### src/rtl/zigzag_rle.sv
// zigzag_rle: ping-pong buffer for 8x8 quantized coefficient blocks.
// Blocks are written in row-major order, read back in JPEG zigzag order and
// emitted as (run, level) symbols: one DC, AC / ZRL symbols, then EOB.
module zigzag_rle #(
  parameter int DATA_W = 9,
  parameter int RUN_W  = 4
) (
  input  logic              clk,
  input  logic              rst,
  input  logic [DATA_W-1:0] in_data,
  input  logic              in_valid,
  output logic              in_ready,
  output logic [RUN_W-1:0]  out_run,
  output logic [DATA_W-1:0] out_level,
  output logic              out_dc,
  output logic              out_eob,
  output logic              out_valid,
  input  logic              out_ready,
  output logic              overflow
);

  localparam int                ZCNT_W    = 6;
  localparam int                ZRL_LEN_I = 1 << RUN_W;
  localparam logic [ZCNT_W-1:0] ZRL_LEN   = ZCNT_W'(ZRL_LEN_I);
  localparam logic [ZCNT_W-1:0] ZRL_TWICE = ZCNT_W'(2 * ZRL_LEN_I);

  typedef enum logic [2:0] {
    ST_IDLE = 3'd0,
    ST_DC   = 3'd1,
    ST_SCAN = 3'd2,
    ST_ZRL  = 3'd3,
    ST_EOB  = 3'd4
  } state_t;

  // Zigzag position -> row-major index within the 8x8 block.
  function automatic logic [5:0] zz(input logic [5:0] k);
    logic [5:0] idx;
    case (k)
      6'd0:  idx = 6'd0;  6'd1:  idx = 6'd1;  6'd2:  idx = 6'd8;  6'd3:  idx = 6'd16;
      6'd4:  idx = 6'd9;  6'd5:  idx = 6'd2;  6'd6:  idx = 6'd3;  6'd7:  idx = 6'd10;
      6'd8:  idx = 6'd17; 6'd9:  idx = 6'd24; 6'd10: idx = 6'd32; 6'd11: idx = 6'd25;
      6'd12: idx = 6'd18; 6'd13: idx = 6'd11; 6'd14: idx = 6'd4;  6'd15: idx = 6'd5;
      6'd16: idx = 6'd12; 6'd17: idx = 6'd19; 6'd18: idx = 6'd26; 6'd19: idx = 6'd33;
      6'd20: idx = 6'd40; 6'd21: idx = 6'd48; 6'd22: idx = 6'd41; 6'd23: idx = 6'd34;
      6'd24: idx = 6'd27; 6'd25: idx = 6'd20; 6'd26: idx = 6'd13; 6'd27: idx = 6'd6;
      6'd28: idx = 6'd7;  6'd29: idx = 6'd14; 6'd30: idx = 6'd21; 6'd31: idx = 6'd28;
      6'd32: idx = 6'd35; 6'd33: idx = 6'd42; 6'd34: idx = 6'd49; 6'd35: idx = 6'd56;
      6'd36: idx = 6'd57; 6'd37: idx = 6'd50; 6'd38: idx = 6'd43; 6'd39: idx = 6'd36;
      6'd40: idx = 6'd29; 6'd41: idx = 6'd22; 6'd42: idx = 6'd15; 6'd43: idx = 6'd23;
      6'd44: idx = 6'd30; 6'd45: idx = 6'd37; 6'd46: idx = 6'd44; 6'd47: idx = 6'd51;
      6'd48: idx = 6'd58; 6'd49: idx = 6'd59; 6'd50: idx = 6'd52; 6'd51: idx = 6'd45;
      6'd52: idx = 6'd38; 6'd53: idx = 6'd31; 6'd54: idx = 6'd39; 6'd55: idx = 6'd46;
      6'd56: idx = 6'd53; 6'd57: idx = 6'd60; 6'd58: idx = 6'd61; 6'd59: idx = 6'd54;
      6'd60: idx = 6'd47; 6'd61: idx = 6'd55; 6'd62: idx = 6'd62; 6'd63: idx = 6'd63;
      default: idx = 6'd0;
    endcase
    return idx;
  endfunction

  // Storage and write-side bookkeeping
  logic [DATA_W-1:0] mem_r [0:127];
  logic              wr_bank_r;
  logic [5:0]        wr_addr_r;
  logic              rd_bank_r;
  logic [1:0]        full_r;
  logic              in_ready_r;
  logic              overflow_r;

  // Read FSM and output symbol register
  state_t            state_r;
  state_t            state_nx_s;
  logic [5:0]        k_r;
  logic [5:0]        k_nx_s;
  logic [ZCNT_W-1:0] zcnt_r;
  logic [ZCNT_W-1:0] zcnt_nx_s;
  logic              out_valid_r;
  logic [RUN_W-1:0]  out_run_r;
  logic [DATA_W-1:0] out_level_r;
  logic              out_dc_r;
  logic              out_eob_r;

  logic              emit_s;
  logic [RUN_W-1:0]  emit_run_s;
  logic [DATA_W-1:0] emit_level_s;
  logic              emit_dc_s;
  logic              emit_eob_s;

  logic              wr_en_s;
  logic              wr_done_s;
  logic              eob_acc_s;
  logic              advance_s;
  logic [1:0]        full_set_s;
  logic [1:0]        full_clr_s;
  logic [1:0]        full_nx_s;
  logic              wr_bank_nx_s;
  logic              rd_bank_nx_s;
  logic [DATA_W-1:0] dc_coef_s;
  logic [DATA_W-1:0] scan_coef_s;

  assign wr_en_s   = in_valid && in_ready_r;
  assign wr_done_s = wr_en_s && (wr_addr_r == 6'd63);
  assign eob_acc_s = out_valid_r && out_ready && out_eob_r;
  // The output register is free when empty or being taken this cycle.
  assign advance_s = !out_valid_r || out_ready;

  // A completing write and an EOB acceptance always refer to different banks.
  assign full_set_s   = wr_done_s ? (2'b01 << wr_bank_r) : 2'b00;
  assign full_clr_s   = eob_acc_s ? (2'b01 << rd_bank_r) : 2'b00;
  assign full_nx_s    = (full_r | full_set_s) & ~full_clr_s;
  assign wr_bank_nx_s = wr_done_s ? ~wr_bank_r : wr_bank_r;
  assign rd_bank_nx_s = eob_acc_s ? ~rd_bank_r : rd_bank_r;

  // Buffer reads are combinational so a symbol can be produced every cycle.
  assign dc_coef_s   = mem_r[{rd_bank_r, 6'd0}];
  assign scan_coef_s = mem_r[{rd_bank_r, zz(k_r)}];

  // Coefficient storage, addressed {bank, row-major index}; contents need no reset.
  always_ff @(posedge clk) begin
    if (wr_en_s) begin
      mem_r[{wr_bank_r, wr_addr_r}] <= in_data;
    end
  end

  // Write pointer, bank ownership flags, registered in_ready and sticky overflow.
  always_ff @(posedge clk) begin
    if (rst) begin
      wr_bank_r  <= 1'b0;
      wr_addr_r  <= 6'd0;
      rd_bank_r  <= 1'b0;
      full_r     <= 2'b00;
      in_ready_r <= 1'b1;
      overflow_r <= 1'b0;
    end else begin
      wr_addr_r  <= wr_en_s ? (wr_addr_r + 6'd1) : wr_addr_r;
      wr_bank_r  <= wr_bank_nx_s;
      rd_bank_r  <= rd_bank_nx_s;
      full_r     <= full_nx_s;
      in_ready_r <= ~full_nx_s[wr_bank_nx_s];
      overflow_r <= overflow_r | (in_valid & ~in_ready_r);
    end
  end

  // Next-state and symbol selection for the zigzag scan.
  always_comb begin
    state_nx_s   = state_r;
    k_nx_s       = k_r;
    zcnt_nx_s    = zcnt_r;
    emit_s       = 1'b0;
    emit_run_s   = {RUN_W{1'b0}};
    emit_level_s = {DATA_W{1'b0}};
    emit_dc_s    = 1'b0;
    emit_eob_s   = 1'b0;
    case (state_r)
      ST_IDLE: begin
        // Waiting for an empty output register keeps a pending EOB from
        // restarting the bank it is about to release.
        if (!out_valid_r && full_r[rd_bank_r]) begin
          k_nx_s     = 6'd1;
          zcnt_nx_s  = {ZCNT_W{1'b0}};
          state_nx_s = ST_DC;
        end else begin
          state_nx_s = ST_IDLE;
        end
      end
      ST_DC: begin
        emit_s       = 1'b1;
        emit_level_s = dc_coef_s;
        emit_dc_s    = 1'b1;
        state_nx_s   = ST_SCAN;
      end
      ST_SCAN: begin
        if (scan_coef_s == {DATA_W{1'b0}}) begin
          zcnt_nx_s  = zcnt_r + {{(ZCNT_W-1){1'b0}}, 1'b1};
          k_nx_s     = k_r + 6'd1;
          state_nx_s = (k_r == 6'd63) ? ST_EOB : ST_SCAN;
        end else if (zcnt_r >= ZRL_LEN) begin
          emit_s     = 1'b1;
          emit_run_s = {RUN_W{1'b1}};
          zcnt_nx_s  = zcnt_r - ZRL_LEN;
          state_nx_s = (zcnt_r >= ZRL_TWICE) ? ST_ZRL : ST_SCAN;
        end else begin
          emit_s       = 1'b1;
          emit_run_s   = zcnt_r[RUN_W-1:0];
          emit_level_s = scan_coef_s;
          zcnt_nx_s    = {ZCNT_W{1'b0}};
          k_nx_s       = k_r + 6'd1;
          state_nx_s   = (k_r == 6'd63) ? ST_EOB : ST_SCAN;
        end
      end
      ST_ZRL: begin
        // Further ZRLs owed before the nonzero coefficient at k.
        emit_s     = 1'b1;
        emit_run_s = {RUN_W{1'b1}};
        zcnt_nx_s  = zcnt_r - ZRL_LEN;
        state_nx_s = (zcnt_r >= ZRL_TWICE) ? ST_ZRL : ST_SCAN;
      end
      ST_EOB: begin
        emit_s     = 1'b1;
        emit_eob_s = 1'b1;
        state_nx_s = ST_IDLE;
      end
      default: begin
        state_nx_s = ST_IDLE;
      end
    endcase
  end

  // FSM state, scan counters and the output symbol register; all hold while stalled.
  always_ff @(posedge clk) begin
    if (rst) begin
      state_r     <= ST_IDLE;
      k_r         <= 6'd0;
      zcnt_r      <= {ZCNT_W{1'b0}};
      out_valid_r <= 1'b0;
      out_run_r   <= {RUN_W{1'b0}};
      out_level_r <= {DATA_W{1'b0}};
      out_dc_r    <= 1'b0;
      out_eob_r   <= 1'b0;
    end else if (advance_s) begin
      state_r     <= state_nx_s;
      k_r         <= k_nx_s;
      zcnt_r      <= zcnt_nx_s;
      out_valid_r <= emit_s;
      out_run_r   <= emit_run_s;
      out_level_r <= emit_level_s;
      out_dc_r    <= emit_dc_s;
      out_eob_r   <= emit_eob_s;
    end
  end

  assign in_ready  = in_ready_r;
  assign overflow  = overflow_r;
  assign out_valid = out_valid_r;
  assign out_run   = out_run_r;
  assign out_level = out_level_r;
  assign out_dc    = out_dc_r;
  assign out_eob   = out_eob_r;

endmodule

### config.mk
export PLATFORM = sky130hd
export DESIGN_NAME = zigzag_rle
export DESIGN_NICKNAME = d
export VERILOG_FILES = /design/src/rtl/zigzag_rle.sv
export SDC_FILE = /design/constraint.sdc
export NUM_CORES = 1
export LEC_CHECK = 0
export BUFFER_PORTS_ARGS = -buffer_cell sky130_fd_sc_hd__buf_4
export CAP_MARGIN = 30
export CELL_PAD_IN_SITES_DETAIL_PLACEMENT = 0
export CELL_PAD_IN_SITES_GLOBAL_PLACEMENT = 2
export CORE_UTILIZATION = 25
export DETAILED_ROUTE_END_ITERATION = 16
export GPL_TIMING_DRIVEN = 0
export PLACE_DENSITY = 0.57
export SYNTH_ARGS = -nofsm -noshare
export SYNTH_HDL_FRONTEND = slang
export SYNTH_SLANG_ARGS = --single-unit
### constraint.sdc
create_clock -name clk -period 10.4 [get_ports clk]
set_input_delay 1.04 -clock clk [delete_from_list [all_inputs] [get_ports clk]]
set_output_delay 1.04 -clock clk [all_outputs]
set_load 0.02 [all_outputs]
# Word level (Yosys, flattened, before mapping)
# Memories as Yosys holds them, arrays and structs flattened. A register that Yosys moved wholly into a read port is not among the register bits.
# Cells that the tools add are included.
[classes]
add_sub_neg = 4
magnitude_cmp = 4
n_eq_ne = 8
shifts = 2
mux = 37
bitwise_logic = 9
n_reduce_logical = 14
[op_table]
columns = ["cell", "n"]
rows = [
  ["6-bit 2-to-1 mux", 8],
  ["6-bit by 1-bit adder with 6-bit output, second input constant", 3],
  ["9-bit 2-to-1 mux", 2],
  ["6-bit one-hot mux with 3 select lines", 1],
  ["9-bit one-hot mux with 2 select lines", 1],
  ["7-bit 2-to-1 mux", 2],
  ["6-bit == test, second input constant", 2],
  ["1-bit 2-to-1 mux", 12],
  ["3-bit one-hot mux with 4 select lines", 1],
  ["6-bit one-hot mux with 2 select lines", 1],
  ["9-bit zero test", 1],
  ["3-bit 2-to-1 mux", 3],
  ["4-bit 2-to-1 mux", 2],
  ["4-bit one-hot mux with 2 select lines", 1],
  ["3-bit by 2-bit == test with 1-bit output, second input constant", 2],
  ["6-bit by 5-bit >= comparator with 1-bit output, second input constant", 1],
  ["6-bit >= comparator, second input constant", 1],
  ["6-bit by 5-bit subtractor with 6-bit output, second input constant", 1],
  ["1-bit logical AND", 5],
  ["1-bit by 2-bit less-than comparator with 1-bit output, second input constant", 2],
  ["2-bit 2-to-1 mux", 2],
  ["1-bit inverter", 4],
  ["4-bit AND reduction", 1],
  ["1-bit by 1-bit << shifter with 2-bit output, first input constant", 2],
  ["other kinds (17)", 17],
]
[word_totals]
reg_bits = 43
ramBits = 1152
mem_bits_ro = 384
in_bits = 13
output_inout_bits = 18
word_cells = 94
memories = 2
[mem_list]
columns = ["name", "depth", "word_bits", "rd", "rd_ports_with_merged_regs", "wr", "line_no", "rtl"]
rows = [
  ["mem_r", 128, 9, 2, 1, 1, "61", "logic [DATA_W-1:0] mem_r [0:127];"],
  ["(no name shown)", 64, 6, 1, 1, 0, "38", "case (k)"],
]

# Logic depth before layout (Yosys ltp)
# Gate-level depths: netlist (run 1).
[depth]
word_depth = 8
mapped_depth = 24
mapped_depth_nobuf = 16

# Least setup slack after synthesis (run 1)
# No wires, ideal clock.
[synth_path]
path_kind = "reg2reg"
start = "register with a tool-made name"
end = "register with a tool-made name"
setup_time_ns = 0.086
arrival_ns = 5.054
required_ns = 10.314
path_slack_ns = 5.259
path_stages_with_launch = 22
path_buffers = 5
period_less_slack_ns = 5.141
path_cell_list = "dfxtp_1 -> buf_6 -> buf_6 -> buf_2 -> buf_2 -> mux4_2 -> mux2i_1 -> nand2_1 -> o211ai_1 -> nand3_1 -> nor4_2 -> nand4_2 -> o21bai_1 -> mux2_2 -> o21ai_0 -> ha_1 -> clkbuf_1 -> inv_1 -> mux2_2 -> o32ai_2 -> o22ai_1 -> a221oi_2"

==> results of run 1 <==
[cell usage in the layout, fill, tap and decap left out, types with 18 or more instances in the layout]
cell / n
edfxtp_1: 1152
a21oi_1: 51
mux2i_1: 117
buf_2: 57
a31oi_1: 18
inv_1: 19
nand3_1: 48
ha_1: 22
o21ai_0: 29
clkinv_1: 24
nand2_1: 119
clkinv_2: 20
clkbuf_16: 137
mux4_2: 272
buf_6: 70
clkbuf_1: 78
a22oi_1: 61
nor2_1: 199
dfxtp_1: 50
buf_4: 101
[per-stage QoR]
step / instance area, sq um / total power (W) / hold slack, ns / utilization
after floorplan: 48200 / 0.00561 / 0.458 / -
after global placement: 51500 / 0.00581 / 0.459 / 0.270
after detailed placement: 53200 / 0.00583 / 0.461 / 0.279
after CTS: 57500 / 0.0105 / 0.479 / 0.301
after global routing: 57500 / 0.0107 / 0.518 / 0.302
final: 57500 / 0.0105 / 0.479 / 0.302
[registers in the layout (all words and copies together) (netlist names), named ones only]
name	flops
out_valid	1
state_r	3
wr_addr_r	6
out_run	4
out_eob	1
rd_bank_r	1
full_r	2
in_ready	1
out_level	9
out_dc	1
wr_bank_r	1
mem_r	1152
zcnt_r	6
overflow	1
k_r	6
[cells in the mapped netlist, types with 6 or more instances]
cell / instances / area (sq um)
a211oi_1: 8 / 60.1
a21oi_1: 51 / 255
a221oi_1: 10 / 87.6
a22oi_1: 61 / 458
a311oi_1: 6 / 52.6
a31oi_1: 18 / 113
and2_1: 13 / 81.3
buf_1: 18 / 67.6
buf_2: 48 / 240
buf_4: 12 / 90.1
buf_6: 12 / 135
clkbuf_1: 56 / 210
dfxtp_1: 50 / 1000
edfxtp_1: 1152 / 34600
ha_1: 22 / 275
inv_1: 19 / 71.3
mux2_2: 12 / 135
mux2i_1: 117 / 1170
mux4_2: 272 / 6130
nand2_1: 119 / 447
nand2b_1: 8 / 50.1
nand3_1: 48 / 240
nand4_1: 7 / 43.8
nor2_1: 201 / 754
nor2b_1: 16 / 100
nor3_1: 22 / 110
nor4_1: 7 / 43.8
o211ai_1: 10 / 75.1
o21ai_0: 29 / 145
o22ai_1: 13 / 81.3
or3_1: 7 / 43.8
xnor2_1: 8 / 70.1
[metal layers]
metal | up-vias | global-route usage
met4 | 0 | 0.0591
met3 | 213 | 0.0409
li1 | 10963 | -
met1 | 14798 | 0.247
met5 | - | 0
met2 | 1097 | 0.281
[final timing paths]
| check | from | end | depth (start not counted) |
|---|---|---|---|
| worst max-delay path | flip-flop | flip-flop | 23 |
| worst min-delay path | overflow | overflow | 2 |
| worst max register to register | flip-flop | flip-flop | 23 |
| worst min register to register | overflow | overflow | 2 |
[power breakdown]
part	internal, W	switching, W
Clock	0.00271	0.00204
Sequential	0.00532	0.0000166
Combinational	0.000105	0.000285
Total	0.00814	0.00234
[area by class of cell]
class / instances / area (sq um) / share of cell area
Sequential cell: 1202 / 35600 / 0.619
Multi-Input combinational cell: 1162 / 11800 / 0.205
Clock buffer: 163 / 3540 / 0.0614
Tap cell: 2511 / 3140 / 0.0546
Timing Repair Buffer: 176 / 1870 / 0.0324
Clock inverter: 73 / 781 / 0.0136
Buffer: 146 / 753 / 0.0131
Inverter: 23 / 86.3 / 0.00150
Antenna cell: 1 / 2.50 / 0.0000435
[worst max-delay path: stages (launching register included)]
cell,delay (ns)
dfxtp_1,0.37
buf_2,0.58
buf_2,0.49
buf_2,0.70
buf_4,0.49
buf_2,0.62
mux4_2,0.41
mux2i_1,0.47
nand2_1,0.11
nand3_1,0.17
nand3_1,0.36
nor4_2,0.40
nand4_2,0.34
o21bai_1,0.36
mux2_2,0.41
o21ai_0,0.41
buf_2,0.30
ha_1,0.15
clkbuf_1,0.31
inv_1,0.10
mux2_2,0.28
o32ai_2,0.17
o22ai_1,0.14
a221oi_2,0.22
[cells by family (layout without fill, tap and decap cells)]
logic type | after synthesis | after routing | share of synthesized area
AOI/OAI and AO/OA | 254 | 254 | 0.0370
xor gates and xnor gates | 13 | 13 | 0.00236
adders and majority gates | 22 | 22 | 0.00572
buffers and inverters | 169 | 581 | 0.0172
DFF | 1202 | 1202 | 0.739
muxes | 402 | 402 | 0.155
other | 0 | 1 | 0
and+or+nand+nor | 471 | 471 | 0.0438
==> key figures, run 1 <==
CTS
  • CTS Buf Count: 134
  • CTS sink count: 1202
  • Clock Path Buffers: 3
  • Hold_buf cts: 0
  • Post-CTS setup buffers: 0
  • CTS tree: yes
  • CTS H-tree depth: 4
  • Clock slew seen by the registers of the worst setup and hold paths: 0.07 ns
  • Worst-skew pair later-pin latency: 0.78 ns
  • CTS root buf: clkbuf_16
  • Resized cells post-CTS: 0

Logic synthesis
  • Post-synth EDFFs: 1152
  • Net Count, Synth: 2568
  • Primary FF master, synth: edfxtp_1
  • Syn avg cell area: 19.0 sq um
  • Syn. warnings: 0
  • Syn Std Cell Area: 48200 sq um
  • Gate Count Post-Synth: 2533
  • Register area share after synthesis: 0.739
  • Async set-or-reset flop fraction in the synthesized netlist: 0
  • Synth Register Bits: 1202
  • Count of cell types in the netlist: 73

Drt
  • DR pass1 iterations: 5
  • WL met3: 12800 microns
  • DRC Markers: 0
  • WL per Instance: 32.3 microns
  • Top Metal Used: met4
  • Via density: 4.96
  • Metal2 WL: 80900 microns
  • Routed vias: 27071
  • DR iter-0 viols: 3558
  • WL final: 176000 microns
  • Remaining antenna violation count: 0
  • Met1 wire length: 76600 microns

STA
  • Skew final: 0.0408 ns
  • Setup WS post-layout: 1.86 ns
  • Max-slew violations: 0
  • Final Hold Fails: 0
  • Sum of negative setup slack: 0 ns
  • FMAX: 117 MHz
  • # setup viols final: 0
  • Post-layout min period: 8.54 ns
  • Max-slew headroom: 0.282
  • Fin crit share: 0.822
  • Unrepaired setup endpoints after global routing: no
  • Worst slew pin tran: 1.08 ns

GRT
  • First-pass GRT wire length: 237000 microns
  • Global-route usage over all layers: 0.180
  • Vias in the first global route: 26494
  • Initial antenna violation count: 5
  • Total congestion overflow: 0
  • Largest net degree at the start of global routing: 93

Setup path
  • CP arrival: 9.22 ns
  • Crit end category: flip-flop
  • Worst setup SP type: flip-flop
  • Crit Path Max Fanout: 11
  • CP Class: reg -> reg
  • Req. time, crit path: 11.07 ns
  • R2R setup slack: 1.86 ns

Pwr
  • Cell Pwr Density: 182 nW/um^2
  • Peak supply drop: 0.166 mV
  • Static Leak: 17.8 nW

Placement
  • Hpwl dp: 121000 microns
  • Buffers on Ports: 30
  • Routability cong.: 0.849
  • DP Cell Count: 5213
  • Setup slack after placement: 1.78 ns

Worst hold path
  • Worst hold path class: reg -> reg

Floorplanning
  • Initial core utilization: 0.252
  • I/O Pins: 31
  • DIE WIDTH: 441 microns
  • Die Ht: 441 microns
  • Total core area: 191000 sq um
  • # rows: 160
  • Die ar.: 194000 sq um

Finish
  • Layout cell share with drive strength beyond 1: 0.257
  • Area growth, synth to finish: 19.5%
  • Fill cell count: 18592
  • Final #Nets: 2880
  • Non-filler instance count after layout: 5457

Flow run
  • Max-cap violations: 0

Outcome
  • Status: finished, final reports clean
Power figures use the tool's default switching activity.
==> run 2, diff against run 1 <==
--- a/config.mk
+++ b/config.mk
@@ -12,7 +12,7 @@
 export CORE_UTILIZATION = 25
 export DETAILED_ROUTE_END_ITERATION = 16
 export GPL_TIMING_DRIVEN = 0
-export PLACE_DENSITY = 0.57
+export PLACE_DENSITY = 0.58
 export SYNTH_ARGS = -nofsm -noshare
 export SYNTH_HDL_FRONTEND = slang
 export SYNTH_SLANG_ARGS = --single-unit
==> constraint.sdc (replaced) <==
create_clock -name clk -period 6.9 [get_ports clk]
set_input_delay 0.69 -clock clk [delete_from_list [all_inputs] [get_ports clk]]
set_output_delay 0.69 -clock clk [all_outputs]
set_load 0.02 [all_outputs]
==> key figures, run 2 (synthesis gave the netlist of run 1 again) <==
Outcome
  • Status: finished, final reports clean

Pwr
  • Sequential share of power: 0.514
  • Internal power: 0.0121 W
  • Combinational fraction of design power: 0.038
  • Switching Fraction: 0.225
  • Cell Pwr Density: 271 nW/um^2
  • P_sw: 0.00352 W
  • Static Leak: 17.8 nW
  • Share of total power in the clock network: 0.448
  • Design Power: 0.0156 W
  • Peak supply drop: 0.256 mV

STA
  • # setup viols final: 0
  • Fin crit share: 0.959
  • Max-slew headroom: 0.284
  • Final Hold Fails: 0
  • Post-layout min period: 6.62 ns
  • Unrepaired setup endpoints after global routing: no
  • Skew final: 0.0308 ns
  • Worst slew pin tran: 1.07 ns
  • Hold Slack: 0.175 ns
  • FMAX: 151 MHz
  • Max-slew violations: 0

Finish
  • Final #Nets: 2877
  • Fill cell count: 18557
  • Max reg flops: 1152
  • Area of the multi-input gates: 11800 sq um
  • Layout cell share with drive strength beyond 1: 0.260
  • Post-layout util: 0.303
  • Non-filler instance count after layout: 5463
  • Area growth, synth to finish: 20.0%
  • Commonest non-fill, non-tap cell in the layout: edfxtp_1
  • Storage element area: 35600 sq um
  • Largest Register: mem_r
  • Most frequent cells in the layout: edfxtp_1 (1152), mux4_2 (272), nor2_1 (198)

CTS
  • CTS sink count: 1202
  • CTS tree: yes
  • CTS root buf: clkbuf_16
  • Clock Path Buffers: 3
  • CTS Buf Count: 133
  • Worst-skew pair later-pin latency: 0.77 ns
  • Clock slew seen by the registers of the worst setup and hold paths: 0.06 ns
  • CTS H-tree depth: 4
  • Hold_buf cts: 0

Drt
  • WL per Instance: 32.3 microns
  • WL final: 176000 microns
  • DR pass1 iterations: 5
  • Via density: 4.97
  • DR iter-0 viols: 3791
  • Remaining antenna violation count: 0
  • Routed vias: 27172
  • DRC Markers: 0

Setup path
  • Critical path depth: 22
  • Worst Reg-to-Reg Cells: 22
  • CP bufs+invs: 7
  • CP arrival: 7.31 ns
  • Crit end category: flip-flop
  • Req. time, crit path: 7.59 ns
  • CP cell instances: buf_6, buf_4, buf_8, buf_6, buf_6, mux4_2, mux2i_1, nand2_1, nand3_1, nand3_2, nor4_2, nand4_4, o21bai_2, mux2_2, o21ai_1, buf_2, ha_1, inv_1, mux2_2, o32ai_2, o22ai_1, a221oi_2
  • R2R setup slack: 0.28 ns
  • Crit Path Max Fanout: 11
  • CP Class: reg -> reg
  • CP delay by family, top: buffers and inverters
  • Slowest Stage Delay on Critical Path: 0.42 ns
  • Crit path max-delay cell type: nor4_2
  • Worst setup SP type: flip-flop
  • Top cell by count, worst path: buf_6

GRT
  • First-pass GRT wire length: 237000 microns
  • GRT Max-Usage Layer: met2
  • Vias in the first global route: 26628
  • Initial antenna violation count: 4
  • Total congestion overflow: 0
  • Global-route usage over all layers: 0.180
  • Largest net degree at the start of global routing: 93
  • Grt met2 use: 0.278
  • Met1 usage: 0.253
  • GR Util met3: 0.0349

Floorplanning
  • Die Ht: 441 microns
  • Total core area: 191000 sq um
  • I/O Pins: 31
  • Initial core utilization: 0.252
  • Die ar.: 194000 sq um
  • DIE WIDTH: 441 microns
  • # rows: 160

Placement
  • DP Cell Count: 5211
  • Buffers on Ports: 30
  • Routability cong.: 0.877
  • Hpwl dp: 121000 microns

Worst hold path
  • Worst hold path class: in -> reg

Flow run
  • Max-cap violations: 0
==> run 2: cell types whose count changed in the layout (fill, tap and decap cells not counted), moves of 4 or more <==
cell,delta
buf_2,-38
buf_6,+32
buf_8,+7
bufinv_16,-4
clkbuf_1,+4
clkinvlp_4,-4
diode_2,+4
nand3_1,-4
nand3_2,+4
o21ai_0,-5
o21ai_1,+4
==> run 2: worst min-delay path by stage <==
| stage | start | end | slack [ns] | cells after the start |
|---|---|---|---|---|
| floorplan | zcnt_r[0] | zcnt_r[0] | 0.46 | 2 |
| global placement | overflow | overflow | 0.46 | 2 |
| detailed placement | overflow | overflow | 0.47 | 2 |
| CTS | in_valid | overflow | 0.13 | 3 |
| global route | in_valid | overflow | 0.16 | 3 |
| finish | in_valid | overflow | 0.17 | 3 |
==> run 2: worst min-delay path, stage by stage <==
cell,delay (ns)
buf_4,0.10
a21oi_1,0.05
nor2_1,0.07
==> run 2: cell type report <==
| class | count | area share |
|---|---|---|
| antenna | 5 | 0.000217 |
| multi-input combinational | 1162 | 0.205 |
| clock buffer | 173 | 0.0617 |
| timing repair buffer | 178 | 0.0335 |
| sequential | 1202 | 0.616 |
| buffer | 142 | 0.0166 |
| inverter | 23 | 0.00152 |
| tap | 2511 | 0.0544 |
| clock inverter | 67 | 0.0110 |
==> run 2: per-stage QoR <==
stage | setup TNS, ns | cell area, sq um | setup WS (ns)
5_1_grt | 0 | 57800 | 0.0210
3_5_place_dp | -9.92 | 53200 | -1.72
3_3_place_gp | -36.68 | 51500 | -3.22
4_1_cts | 0 | 57700 | 0.00840
2_1_floorplan | 0 | 48200 | 1.76
6_report | 0 | 57800 | 0.282
==> run 2: power groups by stage <==
| stage | combinational (W) | clock, W | sequential (W) |
|---|---|---|---|
| after CTS | 0.000600 | 0.00708 | 0.00804 |
| final | 0.000600 | 0.00700 | 0.00804 |
| after floorplan | 0.000261 | 0 | 0.00819 |
| after detailed placement | 0.000595 | 0 | 0.00819 |
| after global routing | 0.000644 | 0.00736 | 0.00804 |
| after global placement | 0.000556 | 0 | 0.00820 |
==> run 2: timing repair <==
| action | 4_1_cts | 5_1_grt |
|---|---|---|
| pin swaps | 0 | 0 |
| setup buffers | 2 | 0 |
| endpoints found under the setup margin | 14 | 3 |
| cloned | 0 | 0 |
| resized for setup | 87 | 7 |
==> run 2: routing by layer <==
metal  wire [microns]  vias up
met5                0        -
met4             5990        0
met3            13200      212
met2            80400     1195
met1            76600    14795
li1                 -    10970
